**src/rtl/hw_checksum_scheduler.sv**
```systemverilog
// Two-requester round-robin scheduler feeding header bytes to a shared checksum engine.
// Optional WAIT_DONE timeout: define HW_CHECKSUM_TIMEOUT_EN.
module hw_checksum_scheduler #(
    parameter int TIMEOUT_CYCLES = 64
) (
    input  logic        pe_clk,
    input  logic        pe_rstn,
    input  logic        req0_valid,
    input  logic [7:0]  req0_data,
    input  logic        req0_last,
    output logic        req0_ready,
    input  logic        req1_valid,
    input  logic [7:0]  req1_data,
    input  logic        req1_last,
    output logic        req1_ready,
    output logic        res0_valid,
    output logic        res1_valid,
    output logic [15:0] res_checksum,
    output logic        res_err,
    output logic        eng_clr,
    output logic        eng_start,
    output logic        eng_data_valid,
    output logic        eng_finish,
    output logic [7:0]  eng_data,
    input  logic [15:0] eng_checksum,
    input  logic        eng_done
);

    typedef enum logic [2:0] {
        IDLE,
        START,
        STREAM,
        FINISH,
        WAIT_DONE,
        RESP,
        CLEAR
    } state_t;

    state_t     state;
    state_t     state_nxt;
    logic       grant;
    logic       grant_nxt;
    logic       sel_valid;
    logic       sel_last;
    logic [7:0] sel_data;
    logic       timeout;

    assign sel_valid = grant ? req1_valid : req0_valid;
    assign sel_last  = grant ? req1_last  : req0_last;
    assign sel_data  = grant ? req1_data  : req0_data;

`ifdef HW_CHECKSUM_TIMEOUT_EN
    localparam int CW = $clog2(TIMEOUT_CYCLES + 1);
    localparam logic [CW-1:0] TO_LIMIT = CW'(TIMEOUT_CYCLES);

    logic [CW-1:0] wait_cnt;

    // Counts cycles spent in WAIT_DONE; we leave the state before it can wrap.
    always_ff @(posedge pe_clk or negedge pe_rstn) begin
        if (!pe_rstn) begin
            wait_cnt <= '0;
        end else if (state == WAIT_DONE) begin
            wait_cnt <= wait_cnt + 1'b1;
        end else begin
            wait_cnt <= '0;
        end
    end

    assign timeout = (state == WAIT_DONE) && !eng_done && (wait_cnt == TO_LIMIT);
`else
    assign timeout = 1'b0;
`endif

    assign res_err = timeout;

    always_ff @(posedge pe_clk or negedge pe_rstn) begin
        if (!pe_rstn) begin
            state        <= IDLE;
            grant        <= 1'b1;
            res_checksum <= 16'h0000;
        end else begin
            state <= state_nxt;
            grant <= grant_nxt;
            if (state == WAIT_DONE && eng_done) begin
                res_checksum <= eng_checksum;
            end
        end
    end

    always_comb begin
        state_nxt      = state;
        grant_nxt      = grant;
        req0_ready     = 1'b0;
        req1_ready     = 1'b0;
        res0_valid     = 1'b0;
        res1_valid     = 1'b0;
        eng_clr        = 1'b0;
        eng_start      = 1'b0;
        eng_data_valid = 1'b0;
        eng_finish     = 1'b0;
        eng_data       = 8'h00;
        case (state)
            IDLE: begin
                // Under contention the requester not granted last wins.
                if (req0_valid || req1_valid) begin
                    if (req0_valid && req1_valid) begin
                        grant_nxt = ~grant;
                    end else begin
                        grant_nxt = req1_valid;
                    end
                    state_nxt = START;
                end
            end
            START: begin
                eng_start = 1'b1;
                state_nxt = STREAM;
            end
            STREAM: begin
                req0_ready     = !grant && req0_valid;
                req1_ready     = grant && req1_valid;
                eng_data_valid = sel_valid;
                eng_data       = sel_data;
                if (sel_valid && sel_last) begin
                    state_nxt = FINISH;
                end
            end
            FINISH: begin
                eng_finish = 1'b1;
                state_nxt  = WAIT_DONE;
            end
            WAIT_DONE: begin
                if (eng_done) begin
                    state_nxt = RESP;
                end else if (timeout) begin
                    state_nxt = CLEAR;
                end
            end
            RESP: begin
                res0_valid = !grant;
                res1_valid = grant;
                state_nxt  = CLEAR;
            end
            CLEAR: begin
                eng_clr   = 1'b1;
                state_nxt = IDLE;
            end
            default: begin
                state_nxt = IDLE;
            end
        endcase
    end

endmodule

```
**config.mk**
```make
export PLATFORM = sky130hd
export DESIGN_NAME = hw_checksum_scheduler
export DESIGN_NICKNAME = d
export VERILOG_FILES = /design/src/rtl/hw_checksum_scheduler.sv
export SDC_FILE = /design/constraint.sdc
export NUM_CORES = 1
export LEC_CHECK = 0
export BUFFER_PORTS_ARGS = -buffer_cell sky130_fd_sc_hd__buf_2
export CORE_MARGIN = 2
export CORE_UTILIZATION = 30
export CTS_BUF_LIST = sky130_fd_sc_hd__clkbuf_4
export DETAILED_ROUTE_END_ITERATION = 7
export MAX_ROUTING_LAYER = met4
export PLACE_DENSITY_LB_ADDON = 0.25
export REMOVE_ABC_BUFFERS = 1
export SYNTH_ARGS = -nofsm -noshare
export SYNTH_HDL_FRONTEND = slang
export SYNTH_SLANG_ARGS = --single-unit
```
**constraint.sdc**
```tcl
create_clock -name pe_clk -period 1.5 [get_ports pe_clk]
set_input_delay 0.075 -clock pe_clk [delete_from_list [all_inputs] [get_ports pe_clk]]
set_output_delay 0.075 -clock pe_clk [all_outputs]
set_load 0.05 [all_outputs]
```
---- After elaboration in Yosys (flattened, before gate mapping) ----
Index checks and enable logic that the tools add are counted.
word-level totals
  bits in latches ......................... 0
  register bits ........................... 20
  RAM bits ................................ 0
  logic and storage cells ................. 40
  output and inout port bits .............. 33
  memories ................................ 0
  memory bits (read-only) ................. 0
  input port bits ......................... 39
cells by class
  bitwise operators ....................... 1
  equal/unequal tests ..................... 9
  add/sub/neg operators ................... 0
  div/mod/pow operators ................... 0
  magnitude comparators ................... 0
  multiplexer cells ....................... 17
  shifts and indexed selects .............. 0
  reductions and logical operators ........ 10
  $mul .................................... 0
operators by type and width
  cell                number
  $pmux 3 s6          1
  $mux 8              2
  $mux 1              11
  $eq 3x3->1 const B  3
  $mux 3              3
  $eq 3x2->1 const B  2
  $ne 2x2->1 const B  3
  $logic_and 1x1->1   5
  $eq 3x1->1 const B  1
  $logic_not 3->1     1
  $reduce_and 3->1    1
  $reduce_and 2->1    1
  $logic_not 1->1     1
  $logic_or 1x1->1    1
  $not 1->1           1

---- Logic depth before layout (Yosys ltp) ----
  depth in word-level cells ............... 4
  depth in mapped cells ................... 5
  depth with buffers taken out ............ 3

---- Least setup slack after synthesis ----
Ideal clock, no wire load.
  kind .................................... register -> output
  start point ............................. reg grant
  end point ............................... out eng_data_valid
  cell stages (with the launch flop) ...... 5
  arrival time ............................ 1762 ps
  path buffers ............................ 2
  data required time ...................... 1425 ps
  slack ................................... -337 ps
  cell sequence ........................... dfstp_2 -> buf_2 -> buf_2 -> nand2_1 -> a21oi_1
between the ends
  longest elaborated chain between the ends .. 2
ends and longest elaborated chain
  item                    RTL line  text
  start, declared         41        logic grant;
  start signal, assigned  83        grant <= grant_nxt;
  $mux 1                  48        assign sel_valid = grant ? req1_valid : req0_valid;
  $mux 1                  102       case (state)
  end, declared           22        output logic eng_data_valid,
Every way passes these cells.

---- Worst setup path in the final report ----
  start point ............................. reg grant
  end point ............................... out eng_data[4]
between the ends
  longest elaborated chain between the ends .. 2
ends and longest elaborated chain
  item           RTL line  text
  $mux 8         50        assign sel_data = grant ? req1_data : req0_data;
  $mux 8         102
  end, declared  24        output logic [7:0] eng_data,
Every way passes these cells.

==> metrics.md <==
| Metric | Value |
|---|---|
| Outcome | `finished, violations left` |
| Violated checks | `setup timing` |
| Post-route setup slack | `-0.05040 ns` |
| R2R Path Start | `state[2]` |
| Ranking of synthesized cells by area | `dfrtp_1 (45%), mux2_4 (13%), mux2i_1 (8.6%)` |
| Synth top area share | `0.4524` |
| Sequential share of the synthesized area | `0.4774` |
| Die H | `63.19 µm` |
| Max-slew violation count | `0` |
| Top FF cell, synth | `dfrtp_1` |
| 1st-iter DRT viols | `29` |
| Critical path required time | `1.42 ns` |
| Core area | `3363 µm²` |
| CP max stage cell | `dfstp_4` |
| Design area | `1790 µm²` |
| Clock Latency Late Sink | `0.29 ns` |
| Max_cap viols | `0` |
| Number of global-route vias before repair | `969` |
| Die area | `3993 µm²` |
| Critical Path Most Common Cell | `buf_6` |
| Initial Util | `0.3125` |
| Critical Path Start Type | `flip-flop` |
| Synth Warn # | `0` |
| Worst-path clk slew | `0.10 ns` |
| Reg2reg end | `res_checksum[14]` |
| Min-Delay Endpoint | `res_checksum[3]` |
| WS Path Type | `reg2out` |
| GR Util All Layers | `0.1300` |
| Horiz. Die Dim | `63.19 µm` |
| Hold Path Cell Cnt | `2` |
| Port Buf Inserts | `70` |
| Synth-to-layout area growth | `70.36%` |
| Largest stage delay on the critical path | `0.66 ns` |
| PD cells | `2263 nW/µm²` |
| Cell taking the most area after synthesis | `dfrtp_1` |
| Worst Hold Class | `in2reg` |
| Hpwl dp | `1848 µm` |
| CTS Buf Count | `3` |
| Mean number of vias per cell | `4.321` |
| Drt drc | `0` |
| CTS tree | `yes` |
| Post-synth ARST share | `1.000` |
| Layout cell share with drive strength beyond 1 | `0.5955` |
| Row cnt | `21` |
| RSZ-0062 raised after global routing | `true` |
| I/O Pins | `72` |
| GRT overflow | `0` |
| Initial antenna violation count | `0` |
| Fmax | `645.0 MHz` |
| Fill cells | `330` |
| Remaining antenna violation count | `0` |
| Skew final | `0.004670 ns` |
| DRT Pass-1 Iters | `3` |
| Placed Area | `1434 µm²` |
| Total wire length | `2741 µm` |
| P_leak | `0.9298 nW` |
| GP Congestion | `0.6363` |
| Final hold violation count | `0` |
| #FFs+latches synth | `20` |
| Drt wl/cell | `12.24 µm` |
| CP Max Fanout | `6` |
| Synth cell types | `27` |
| Mapped Cells | `87` |
| Vias | `968` |
| Clock Path Buffers | `2` |
| Nets | `218` |
| Mapped cell area | `1051 µm²` |
| Crit-path cells | `buf_6 > mux2i_1 > nor2_1 > buf_6` |
| R2r setup slk | `0.12 ns` |
| Root buffer cell | `clkbuf_4` |
| Worst hold path startpoint | `eng_checksum[3]` |
| Post-synth EDFFs | `0` |
| First-pass GRT wire length | `4050 µm` |
| Period utilization | `1.034` |
| Final Power | `0.004052 W` |
| CTS Sinks | `20` |
| H-tree Lvls | `1` |
| Final setup vio count | `9` |
| Inserted Diodes | `0` |
| R2R cell count | `3` |
| Worst EP arrival | `1.48 ns` |
| Max rail drop VDD | `0.8236 mV` |
| Min Tclk post-route | `1.550 ns` |
| Worst Setup End Kind | `primary output` |
| Mapped Avg Cell Area | `12.08 µm²` |
| Largest net degree at the start of global routing | `21` |
| Setup_tns | `-0.3194 ns` |
-- synth_stat cells (2+ instances only) --
library cell / number
dfrtp_1: 19
nor2_1: 13
mux2_4: 9
mux2i_1: 9
mux2_2: 7
nand2_1: 5
a21oi_1: 2
buf_2: 2
buf_6: 2
clkbuf_1: 2
-- what timing repair did --
action	4_1_cts	5_1_grt
setup endpoints to repair	13	13
buffers inserted	4	1
endpoints found under the hold margin	21	13
pin swaps	4	4
hold buffers	3	13
gates resized for setup	30	7
-- layout make-up --
| class | instances | area, µm² | share of cell area |
|---|---|---|---|
| Clock buffer | 3 | 22.52 | 0.01258 |
| Clock inverter | 1 | 3.754 | 0.002096 |
| Multi-Input combinational cell | 59 | 510.5 | 0.2851 |
| Sequential cell | 20 | 505.5 | 0.2823 |
| Tap cell | 46 | 57.56 | 0.03215 |
| Timing Repair Buffer | 95 | 690.7 | 0.3857 |
-- power by group --
part | switching, W | internal (W)
combinational | 0.00178 | 0.00105
clock | 0.000147 | 0.0000965
sequential | 0.000157 | 0.000826
total | 0.00208 | 0.00197
-- registers in the layout, indices dropped and copies added (netlist names) --
register      flops
state             3
res_checksum     16
grant             1
-- per-stage QoR --
| step | instances | hold WS [ns] | util | setup slack (ns) |
|---|---|---|---|---|
| global route | 224 | 0.006599 | 0.5324 | -0.1423 |
| global placement | 199 | 0.03273 | 0.4263 | 0.1560 |
| CTS | 210 | 0.001761 | 0.4825 | -0.07119 |
| detailed placement | 199 | 0.03667 | 0.4263 | 0.1277 |
| floorplan | 79 | -0.2206 | - | -0.2298 |
| finish | 224 | 0.02040 | 0.5324 | -0.05040 |
-- how the worst max path moves through the flow --
| stage | start | endpoint | slack, ns | cells after the start |
|---|---|---|---|---|
| 5_1_grt | grant | eng_data[4] | -0.14 | 4 |
| 3_3_place_gp | state[1] | res_checksum[3] | 0.16 | 3 |
| 6_report | grant | eng_data[4] | -0.05 | 4 |
| 3_5_place_dp | state[1] | res_checksum[14] | 0.13 | 3 |
| 2_1_floorplan | state[1] | res_checksum[0] | -0.23 | 2 |
| 4_1_cts | grant | eng_data[7] | -0.07 | 4 |
-- worst max-delay path, delay by kind of cell, from the launching register on --
kind          cells  cell delay [ns]
buf+inv           2             0.28
flops             1             0.66
simple gates      1             0.07
mux               1             0.18
-- routing by layer --
layer,track usage,vias up,share of wire
li1,-,480,-
met1,0.1382,453,0.39
met2,0.2407,33,0.56
met3,0.02143,2,0.049
met4,0.04891,0,0.0069
met5,-,-,0
-- layout by cell type, fill, tap and decap left out, types with 2 or more instances in the layout --
| master | Yosys | routed |
|---|---|---|
| a21oi_1 | 2 | 2 |
| buf_12 | 1 | 2 |
| buf_2 | 2 | 56 |
| buf_4 | 1 | 7 |
| buf_6 | 2 | 12 |
| clkbuf_4 | 0 | 4 |
| dfrtp_1 | 19 | 19 |
| dlygate4sd3_1 | 0 | 16 |
| mux2_2 | 7 | 7 |
| mux2_4 | 9 | 9 |
| mux2i_1 | 9 | 9 |
| nand2_1 | 5 | 4 |
| nor2_1 | 13 | 12 |
-- logic make-up after synthesis --
family / share of synthesized area
simple gates: 0.1274
mux: 0.2893
buf+inv: 0.06429
compound gates: 0.03811
flops: 0.4774
other cells: 0.003568
Note: power is estimated with default switching activity, not from simulation.
